## src/rtl/fu_mul_sequencer_if.sv

```systemverilog
// Bundle between the execute stage, the multiply sequencer and the shared function unit.
// The master side owns the pipeline operands, the multiply request and the function-unit result.
interface fu_mul_sequencer_if;
    logic [31:0] pipe_A;
    logic [31:0] pipe_B;
    logic [4:0]  pipe_FS;
    logic [4:0]  pipe_SH;
    logic        mul_start;
    logic [31:0] mul_a;
    logic [31:0] mul_b;
    logic [31:0] fu_F;
    logic        fu_C;
    logic [31:0] fu_A;
    logic [31:0] fu_B;
    logic [4:0]  fu_FS;
    logic [4:0]  fu_SH;
    logic        pipe_stall;
    logic        mul_busy;
    logic        mul_done;
    logic [31:0] mul_result;
    logic        mul_ovf;

    modport master (
        output pipe_A, pipe_B, pipe_FS, pipe_SH,
        output mul_start, mul_a, mul_b,
        output fu_F, fu_C,
        input  fu_A, fu_B, fu_FS, fu_SH,
        input  pipe_stall, mul_busy, mul_done, mul_result, mul_ovf
    );

    modport slave (
        input  pipe_A, pipe_B, pipe_FS, pipe_SH,
        input  mul_start, mul_a, mul_b,
        input  fu_F, fu_C,
        output fu_A, fu_B, fu_FS, fu_SH,
        output pipe_stall, mul_busy, mul_done, mul_result, mul_ovf
    );
endinterface

```

## src/rtl/fu_mul_sequencer.sv

```systemverilog
// Shift-and-add 32x32 multiplier (low word) that borrows the execute-stage function unit.
// state | meaning
// IDLE  | function unit passes pipeline operands through; accepts mul_start
// STEP  | inspect multiplier LSB: add partial product, shift, or finish
// SHIFT | shift multiplicand left by one, multiplier right by one
// DONE  | result valid for one cycle; pass-through resumes
module fu_mul_sequencer #(
    parameter logic [4:0] FS_ADD = 5'b10010,
    parameter logic [4:0] FS_SHL = 5'b00100
) (
    input logic clk,
    input logic rst,
    fu_mul_sequencer_if.slave bus
);

    typedef enum logic [1:0] {
        IDLE  = 2'd0,
        STEP  = 2'd1,
        SHIFT = 2'd2,
        DONE  = 2'd3
    } state_t;

    state_t      state;
    state_t      state_nxt;
    logic [31:0] mcand;
    logic [31:0] mcand_nxt;
    logic [31:0] mplier;
    logic [31:0] mplier_nxt;
    logic [31:0] acc;
    logic [31:0] acc_nxt;
    logic        ovf;
    logic        ovf_nxt;
    logic [31:0] result_q;
    logic        ovf_q;
    logic        load_result;
    logic        shift_ovf;

    // A multiplicand bit leaving bit 31 is lost product only if a higher multiplier bit remains.
    assign shift_ovf = ovf | (mcand[31] & (mplier[31:1] != 31'd0));

    always_ff @(posedge clk) begin
        if (rst) begin
            state    <= IDLE;
            mcand    <= 32'd0;
            mplier   <= 32'd0;
            acc      <= 32'd0;
            ovf      <= 1'b0;
            result_q <= 32'd0;
            ovf_q    <= 1'b0;
        end else begin
            state  <= state_nxt;
            mcand  <= mcand_nxt;
            mplier <= mplier_nxt;
            acc    <= acc_nxt;
            ovf    <= ovf_nxt;
            if (load_result) begin
                result_q <= acc;
                ovf_q    <= ovf;
            end
        end
    end

    always_comb begin
        state_nxt   = state;
        mcand_nxt   = mcand;
        mplier_nxt  = mplier;
        acc_nxt     = acc;
        ovf_nxt     = ovf;
        load_result = 1'b0;
        case (state)
            IDLE: begin
                if (bus.mul_start) begin
                    mcand_nxt  = bus.mul_a;
                    mplier_nxt = bus.mul_b;
                    acc_nxt    = 32'd0;
                    ovf_nxt    = 1'b0;
                    state_nxt  = STEP;
                end
            end
            STEP: begin
                if (mplier == 32'd0) begin
                    // Capture here so the result is already visible during DONE.
                    load_result = 1'b1;
                    state_nxt   = DONE;
                end else if (mplier[0]) begin
                    acc_nxt   = bus.fu_F;
                    ovf_nxt   = ovf | bus.fu_C;
                    state_nxt = SHIFT;
                end else begin
                    mcand_nxt  = bus.fu_F;
                    mplier_nxt = mplier >> 1;
                    ovf_nxt    = shift_ovf;
                end
            end
            SHIFT: begin
                mcand_nxt  = bus.fu_F;
                mplier_nxt = mplier >> 1;
                ovf_nxt    = shift_ovf;
                state_nxt  = STEP;
            end
            DONE: begin
                state_nxt = IDLE;
            end
            default: begin
                state_nxt = IDLE;
            end
        endcase
    end

    // Kept apart from the next-state logic: fu_F depends on these drives.
    always_comb begin
        bus.fu_A       = bus.pipe_A;
        bus.fu_B       = bus.pipe_B;
        bus.fu_FS      = bus.pipe_FS;
        bus.fu_SH      = bus.pipe_SH;
        bus.pipe_stall = 1'b0;
        case (state)
            STEP: begin
                bus.pipe_stall = 1'b1;
                if (mplier == 32'd0 || mplier[0]) begin
                    bus.fu_A  = acc;
                    bus.fu_B  = (mplier == 32'd0) ? 32'd0 : mcand;
                    bus.fu_FS = FS_ADD;
                    bus.fu_SH = 5'd0;
                end else begin
                    bus.fu_A  = mcand;
                    bus.fu_B  = 32'd0;
                    bus.fu_FS = FS_SHL;
                    bus.fu_SH = 5'd1;
                end
            end
            SHIFT: begin
                bus.pipe_stall = 1'b1;
                bus.fu_A       = mcand;
                bus.fu_B       = 32'd0;
                bus.fu_FS      = FS_SHL;
                bus.fu_SH      = 5'd1;
            end
            default: begin
                bus.pipe_stall = 1'b0;
            end
        endcase
    end

    assign bus.mul_busy   = (state != IDLE);
    assign bus.mul_done   = (state == DONE);
    assign bus.mul_result = result_q;
    assign bus.mul_ovf    = ovf_q;

endmodule

```

## src/flat_wrapper.sv

```systemverilog
// flat-port wrapper written by rule: the top's interface ports become plain ports
module fu_mul_sequencer_flat 
#(
    parameter logic [4:0] FS_ADD = 5'b10010,
    parameter logic [4:0] FS_SHL = 5'b00100
)
  (clk, rst, bus_pipe_A, bus_pipe_B, bus_pipe_FS, bus_pipe_SH, bus_mul_start, bus_mul_a, bus_mul_b, bus_fu_F, bus_fu_C, bus_fu_A, bus_fu_B, bus_fu_FS, bus_fu_SH, bus_pipe_stall, bus_mul_busy, bus_mul_done, bus_mul_result, bus_mul_ovf);
  fu_mul_sequencer_if bus_i ();
  input logic clk;
  input logic rst;
  input wire logic [$bits(bus_i.pipe_A)-1:0] bus_pipe_A;
  input wire logic [$bits(bus_i.pipe_B)-1:0] bus_pipe_B;
  input wire logic [$bits(bus_i.pipe_FS)-1:0] bus_pipe_FS;
  input wire logic [$bits(bus_i.pipe_SH)-1:0] bus_pipe_SH;
  input wire logic [$bits(bus_i.mul_start)-1:0] bus_mul_start;
  input wire logic [$bits(bus_i.mul_a)-1:0] bus_mul_a;
  input wire logic [$bits(bus_i.mul_b)-1:0] bus_mul_b;
  input wire logic [$bits(bus_i.fu_F)-1:0] bus_fu_F;
  input wire logic [$bits(bus_i.fu_C)-1:0] bus_fu_C;
  output wire logic [$bits(bus_i.fu_A)-1:0] bus_fu_A;
  output wire logic [$bits(bus_i.fu_B)-1:0] bus_fu_B;
  output wire logic [$bits(bus_i.fu_FS)-1:0] bus_fu_FS;
  output wire logic [$bits(bus_i.fu_SH)-1:0] bus_fu_SH;
  output wire logic [$bits(bus_i.pipe_stall)-1:0] bus_pipe_stall;
  output wire logic [$bits(bus_i.mul_busy)-1:0] bus_mul_busy;
  output wire logic [$bits(bus_i.mul_done)-1:0] bus_mul_done;
  output wire logic [$bits(bus_i.mul_result)-1:0] bus_mul_result;
  output wire logic [$bits(bus_i.mul_ovf)-1:0] bus_mul_ovf;
  assign bus_i.pipe_A = bus_pipe_A;
  assign bus_i.pipe_B = bus_pipe_B;
  assign bus_i.pipe_FS = bus_pipe_FS;
  assign bus_i.pipe_SH = bus_pipe_SH;
  assign bus_i.mul_start = bus_mul_start;
  assign bus_i.mul_a = bus_mul_a;
  assign bus_i.mul_b = bus_mul_b;
  assign bus_i.fu_F = bus_fu_F;
  assign bus_i.fu_C = bus_fu_C;
  assign bus_fu_A = bus_i.fu_A;
  assign bus_fu_B = bus_i.fu_B;
  assign bus_fu_FS = bus_i.fu_FS;
  assign bus_fu_SH = bus_i.fu_SH;
  assign bus_pipe_stall = bus_i.pipe_stall;
  assign bus_mul_busy = bus_i.mul_busy;
  assign bus_mul_done = bus_i.mul_done;
  assign bus_mul_result = bus_i.mul_result;
  assign bus_mul_ovf = bus_i.mul_ovf;
  fu_mul_sequencer #(.FS_ADD(FS_ADD), .FS_SHL(FS_SHL)) u_core (.clk(clk), .rst(rst), .bus(bus_i));
endmodule
```

## config.mk

```make
export PLATFORM = sky130hd
export DESIGN_NAME = fu_mul_sequencer_flat
export DESIGN_NICKNAME = d
export VERILOG_FILES = /design/src/rtl/fu_mul_sequencer_if.sv /design/src/rtl/fu_mul_sequencer.sv /design/src/flat_wrapper.sv
export SDC_FILE = /design/constraint.sdc
export NUM_CORES = 1
export LEC_CHECK = 0
export CAP_MARGIN = 20
export CORE_UTILIZATION = 40
export CTS_CLUSTER_SIZE = 14
export DETAILED_ROUTE_END_ITERATION = 12
export PLACE_DENSITY = 0.78
export SETUP_SLACK_MARGIN = 0.4
export SYNTH_ARGS = -nofsm -noshare
export SYNTH_HDL_FRONTEND = slang
export SYNTH_SLANG_ARGS = --single-unit
```

## constraint.sdc

```tcl
create_clock -name clk -period 2 [get_ports clk]
set_clock_uncertainty 0.2 [all_clocks]
set_input_delay 0.3 -clock clk [delete_from_list [all_inputs] [get_ports clk]]
set_output_delay 0.3 -clock clk [all_outputs]
set_load 0.02 [all_outputs]
```

### Word level (Yosys, flattened, before mapping)

Cells that the tools add are included.

* equality and inequality tests: 8
* mux-type cells: 32
* bitwise logic cells: 3
* reductions and logical operators: 12

Operator list (number)
* 2-to-1 mux 32 bit: 12
* case mux 32 bit (2 select lines): 3
* case mux 32 bit (3 select lines): 2
* zero test 32 bit: 1
* nonzero test 31 bit: 1
* case mux 5 bit (2 select lines): 2
* case mux 2 bit (4 select lines): 1
* AND reduction 4 bit: 2
* 2-to-1 mux 1 bit: 7
* 2-to-1 mux 2 bit: 3
* inequality test 2 bit, second input constant: 3
* 2-to-1 mux 5 bit: 1
* equality test 2 bit, second input constant: 2
* nonzero test 2 bit: 2
* inequality test 3 x 1 -> 1 bit, second input constant: 1
* case mux 1 bit (3 select lines): 1
* AND reduction 3 bit: 1
* nonzero test 3 bit: 1
* equality test 2 x 1 -> 1 bit, second input constant: 1
* zero test 2 bit: 1
* inequality test 2 x 1 -> 1 bit, second input constant: 1
* bitwise OR 1 bit: 2
* AND reduction 2 bit: 1
* OR reduction 2 bit: 1
* other kinds (2): 2

* register bits after elaboration: 132
* output and inout bits: 110
* word-level logic and storage cells: 63

### Logic depth before layout (Yosys ltp)

* word-level depth: 6
* depth in mapped cells: 10
* gate-level depth less buffers: 7

### Least setup slack after synthesis

Ideal clock, no wire load.

* path kind: register -> output
* start point: reg u_core.state[0]
* end point: out bus_fu_A[0]
* arrival time: 2.089 ns
* path slack: -0.589 ns
* cell stages (with the launch flop): 8
* path buffers: 3
* cell sequence: dfxtp_1 > inv_1 > ha_1 > buf_2 > buf_2 > buf_2 > mux2i_1 > o2bb2ai_1

* word-level cells in the longest chain between the ends: 2

RTL lines
* from (decl): RTL line fu_mul_sequencer.sv:23 `state_t state;`
* from (signal assigned): RTL line fu_mul_sequencer.sv:51 `state <= state_nxt;`
* equality test 2 bit or equality test 2 x 1 -> 1 bit (tied branches): RTL line fu_mul_sequencer.sv:117 `case (state)`
* case mux 32 bit (2 select lines) *: RTL line fu_mul_sequencer.sv:117
* to (decl): RTL line flat_wrapper.sv:20 `output wire logic [$bits(bus_i.fu_A)-1:0] bus_fu_A;`

Mark *: on every way between the ends. The rest lies on a longest branch, timed or not.

### Worst setup path after layout

* start point: reg u_core.mplier[31]
* end point: out bus_fu_A[23]

* word-level cells in the longest chain between the ends: 4

RTL lines
* from (decl): RTL line fu_mul_sequencer.sv:27 `logic [31:0] mplier;`
* from (signal assigned): RTL line fu_mul_sequencer.sv:53 `mplier <= mplier_nxt;`
* zero test 32 bit: RTL line fu_mul_sequencer.sv:120 `if (mplier == 32'd0 || mplier[0]) begin`
* logical OR 1 bit: RTL line fu_mul_sequencer.sv:120
* 2-to-1 mux 32 bit: RTL line fu_mul_sequencer.sv:120
* case mux 32 bit (2 select lines): RTL line fu_mul_sequencer.sv:117

Every way passes these cells.

==> metrics.md <==
| Metric | Value |
|---|---|
| Num rows | 48 |
| Clk buf depth | 2 |
| Port-buffer cells | 283 |
| Actual slew at the worst max-slew pin | 0.3499 ns |
| Area Growth Syn to Fin | 96.19% |
| GPL Wtd Cong | 0.8382 |
| Total global-route track usage | 31.47% |
| Fill count | 985 |
| Dpl hpwl | 18.15 mm |
| Largest net degree at the start of global routing | 49 |
| Fmax | 337.6 MHz |
| Drt initial violations | 520 |
| CTS tree | done |
| Outcome | complete, but fails checks |
| TritonCTS Sinks | 132 |
| Hold Vio Cnt, Final | 0 |
| DRC | 0 |
| Setup slack, reg-to-reg | -0.49 ns |
| Root buf cell | clkbuf_16 |
| Maximum vdd drop | 0.8201 mV |
| Multi-input gate area | 5050 um^2 |
| DRT Wirelength | 32.81 mm |
| Worst Path Arrival | 2.46 ns |
| Synth warnings | 0 |
| Worst hold slack | 0.06112 ns |
| Synth top area share | 37.26% |
| Vias per std cell | 5.820 |
| Fraction of layout cells with a size suffix above 1 | 43.79% |
| Synthesized Nets | 936 |
| Worst Setup End Kind | output port |
| Sequential cell area | 2675 um^2 |
| Die area | 18,270 um^2 |
| Pwr Total | 12.72 mW |
| Number of synthesized flops with an enable pin | 0 |
| Post-CTS Hold Buffers | 0 |
| First-pass GRT wire length | 43.41 mm |
| Max Transition Viols Final | 0 |
| Async SR Flop Fraction | 0% |
| Slew HR | 76.00% |
| Initial antenna violation count | 1 |
| Worst Path Required | 1.50 ns |
| Final Cycle Share | 148.1% |
| DRT Pass-1 Iters | 5 |
| Die width | 135.2 um |
| Wire per inst | 23.40 um |
| Sequential share of the synthesized area | 37.26% |
| Max-Cap Viols | 0 |
| Die height | 135.2 um |
| Final WS setup | -0.9620 ns |
| Hold WC Path Type | input pin to flop |
| H-tree levels | 4 |
| Failing checks | setup timing |
| PwrDens | 914.4 nW/um^2 |
| Nets | 1,342 |
| Post-layout min period | 2.962 ns |
| CTS buffer count | 17 |
| Gr ovfl total | 0 |
| Pleak | 5.646 nW |
| Dpl ws | -0.8782 ns |
| Initial Util | 41.00% |
| Fin cells | 1,402 |
| Critical Path Fanout Max | 6 |
| Startpoint Class | flop |
| FF+latch count, synth | 132 |
| Final ANT Viol Nets | 0 |
| Critical path class | flop to output port |
| Synth top cells by count | dfxtp_1 (132), mux2i_1 (97), nor2_1 (76) |
| Most common cell in the synthesized netlist | dfxtp_1 |
| DR vias | 8,159 |
| Syn Area/Cell | 9.356 um^2 |
| Final setup viols | 174 |
| Post-Route Utilization | 80.44% |
| Clk slew on worst S/H paths | 0.06 ns |
| Post-synth top area cell | dfxtp_1 |
| Core Footprint | 17,300 um^2 |
| Post-Synthesis Cells | 758 |
| Synth cell types | 41 |
| Clk Latency, worst-skew pair | 0.42 ns |
| Synth Cell Area | 7092 um^2 |
| Synth area leaders | dfxtp_1 (37%), mux2i_1 (14%), a21o_1 (6.9%) |
| Vias in the first global route | 7,761 |
| I/O pin cnt | 284 |
| RSZ-0062 raised after global routing | yes |
| Ys flop type | dfxtp_1 |
| Placed cell count | 1,277 |
## routing by layer
metal / up-vias / part of all wire, % / wire, um / global-route usage (%)
met4: 0 / 4.5 / 1465 / 15.29
met2: 424 / 51 / 16680 / 55.84
li1: 3655 / - / - / -
met3: 100 / 7.0 / 2308 / 7.108
met5: - / 0 / 0 / 0
met1: 3980 / 38 / 12350 / 35.39
## final cells by class
cell class | count | share of cell area (%)
Timing Repair Buffer | 467 | 38.12
Multi-Input combinational cell | 541 | 36.30
Sequential cell | 132 | 19.23
Clock buffer | 18 | 3.156
Tap cell | 225 | 2.023
Clock inverter | 13 | 0.9712
Inverter | 5 | 0.1888
Antenna cell | 1 | 0.01799
## kinds of logic after synthesis
kind of cell               synth area share [%]
adders and majority gates                0.7057
muxes                                     13.69
and+or+nand+nor                           12.54
DFF                                       37.26
AOI/OAI and AO/OA                         28.60
buffers and inverters                     7.198
## state kept, by name, indices dropped and copies added (netlist names)
register	count
u_core.mplier	32
u_core.ovf	1
u_core.bus.mul_ovf	1
u_core.acc	32
u_core.mcand	32
u_core.bus.mul_result	32
u_core.state	2
## layout by cell type, fill, tap and decap left out, types with 5 or more instances in the layout
master,count
a21o_1,65
a21oi_1,19
a21oi_2,49
a22o_1,26
a22o_4,6
a22oi_1,61
buf_12,38
buf_16,14
buf_2,8
buf_4,99
buf_6,81
buf_8,8
clkbuf_16,25
clkdlybuf4s15_2,6
clkdlybuf4s50_1,193
clkinvlp_4,5
dfxtp_1,110
dfxtp_2,20
dlymetal6s2s_1,11
mux2i_1,84
mux2i_2,12
nand3_1,9
nand3_2,50
nor2_1,70
nor2b_4,8
nor4_4,5
o2bb2ai_2,16
o2bb2ai_4,16
## critical path: stages, from the launching register on
cell	delay, ns
dfxtp_1	0.33
nor4_2	0.34
and4_4	0.33
nand2_4	0.08
a211oi_4	0.29
buf_6	0.15
buf_12	0.13
clkbuf_16	0.15
o2bb2ai_2	0.08
buf_6	0.14
## repair_timing
item / 4_1_cts / 5_1_grt
setup buffers: 50 / 17
resized for setup: 471 / 137
cloned: 14 / 12
endpoints found under the setup margin: 242 / 242
pin swaps: 19 / 31
## report_power, final
| group | internal, mW | switching [mW] | total (mW) | leakage (nW) |
|---|---|---|---|---|
| Sequential | 2.88 | 0.287 | 3.16 | 1.09 |
| Combinational | 3.43 | 3.06 | 6.49 | 4.29 |
| Clock | 1.85 | 1.21 | 3.07 | 0.270 |
## path summary, 6_finish.rpt
check / start / endpoint / cells past startpoint
setup reg to reg: u_core.mplier[30] / u_core.mcand[9] / 10
hold / removal: rst / u_core.mcand[14] / 2
hold reg to reg: u_core.mcand[29] / u_core.mcand[29] / 2
setup / recovery: u_core.mplier[31] / bus_fu_A[23] / 9
## stage by stage
stage | area (um^2) | setup TNS [ns]
6_report | 13910 | -83.39
5_1_grt | 13910 | -93.19
4_1_cts | 12960 | -55.69
3_5_place_dp | 11370 | -65.25
3_3_place_gp | 11370 | -60.67
2_1_floorplan | 7916 | -5.935
(Power assumes the default switching activity.)
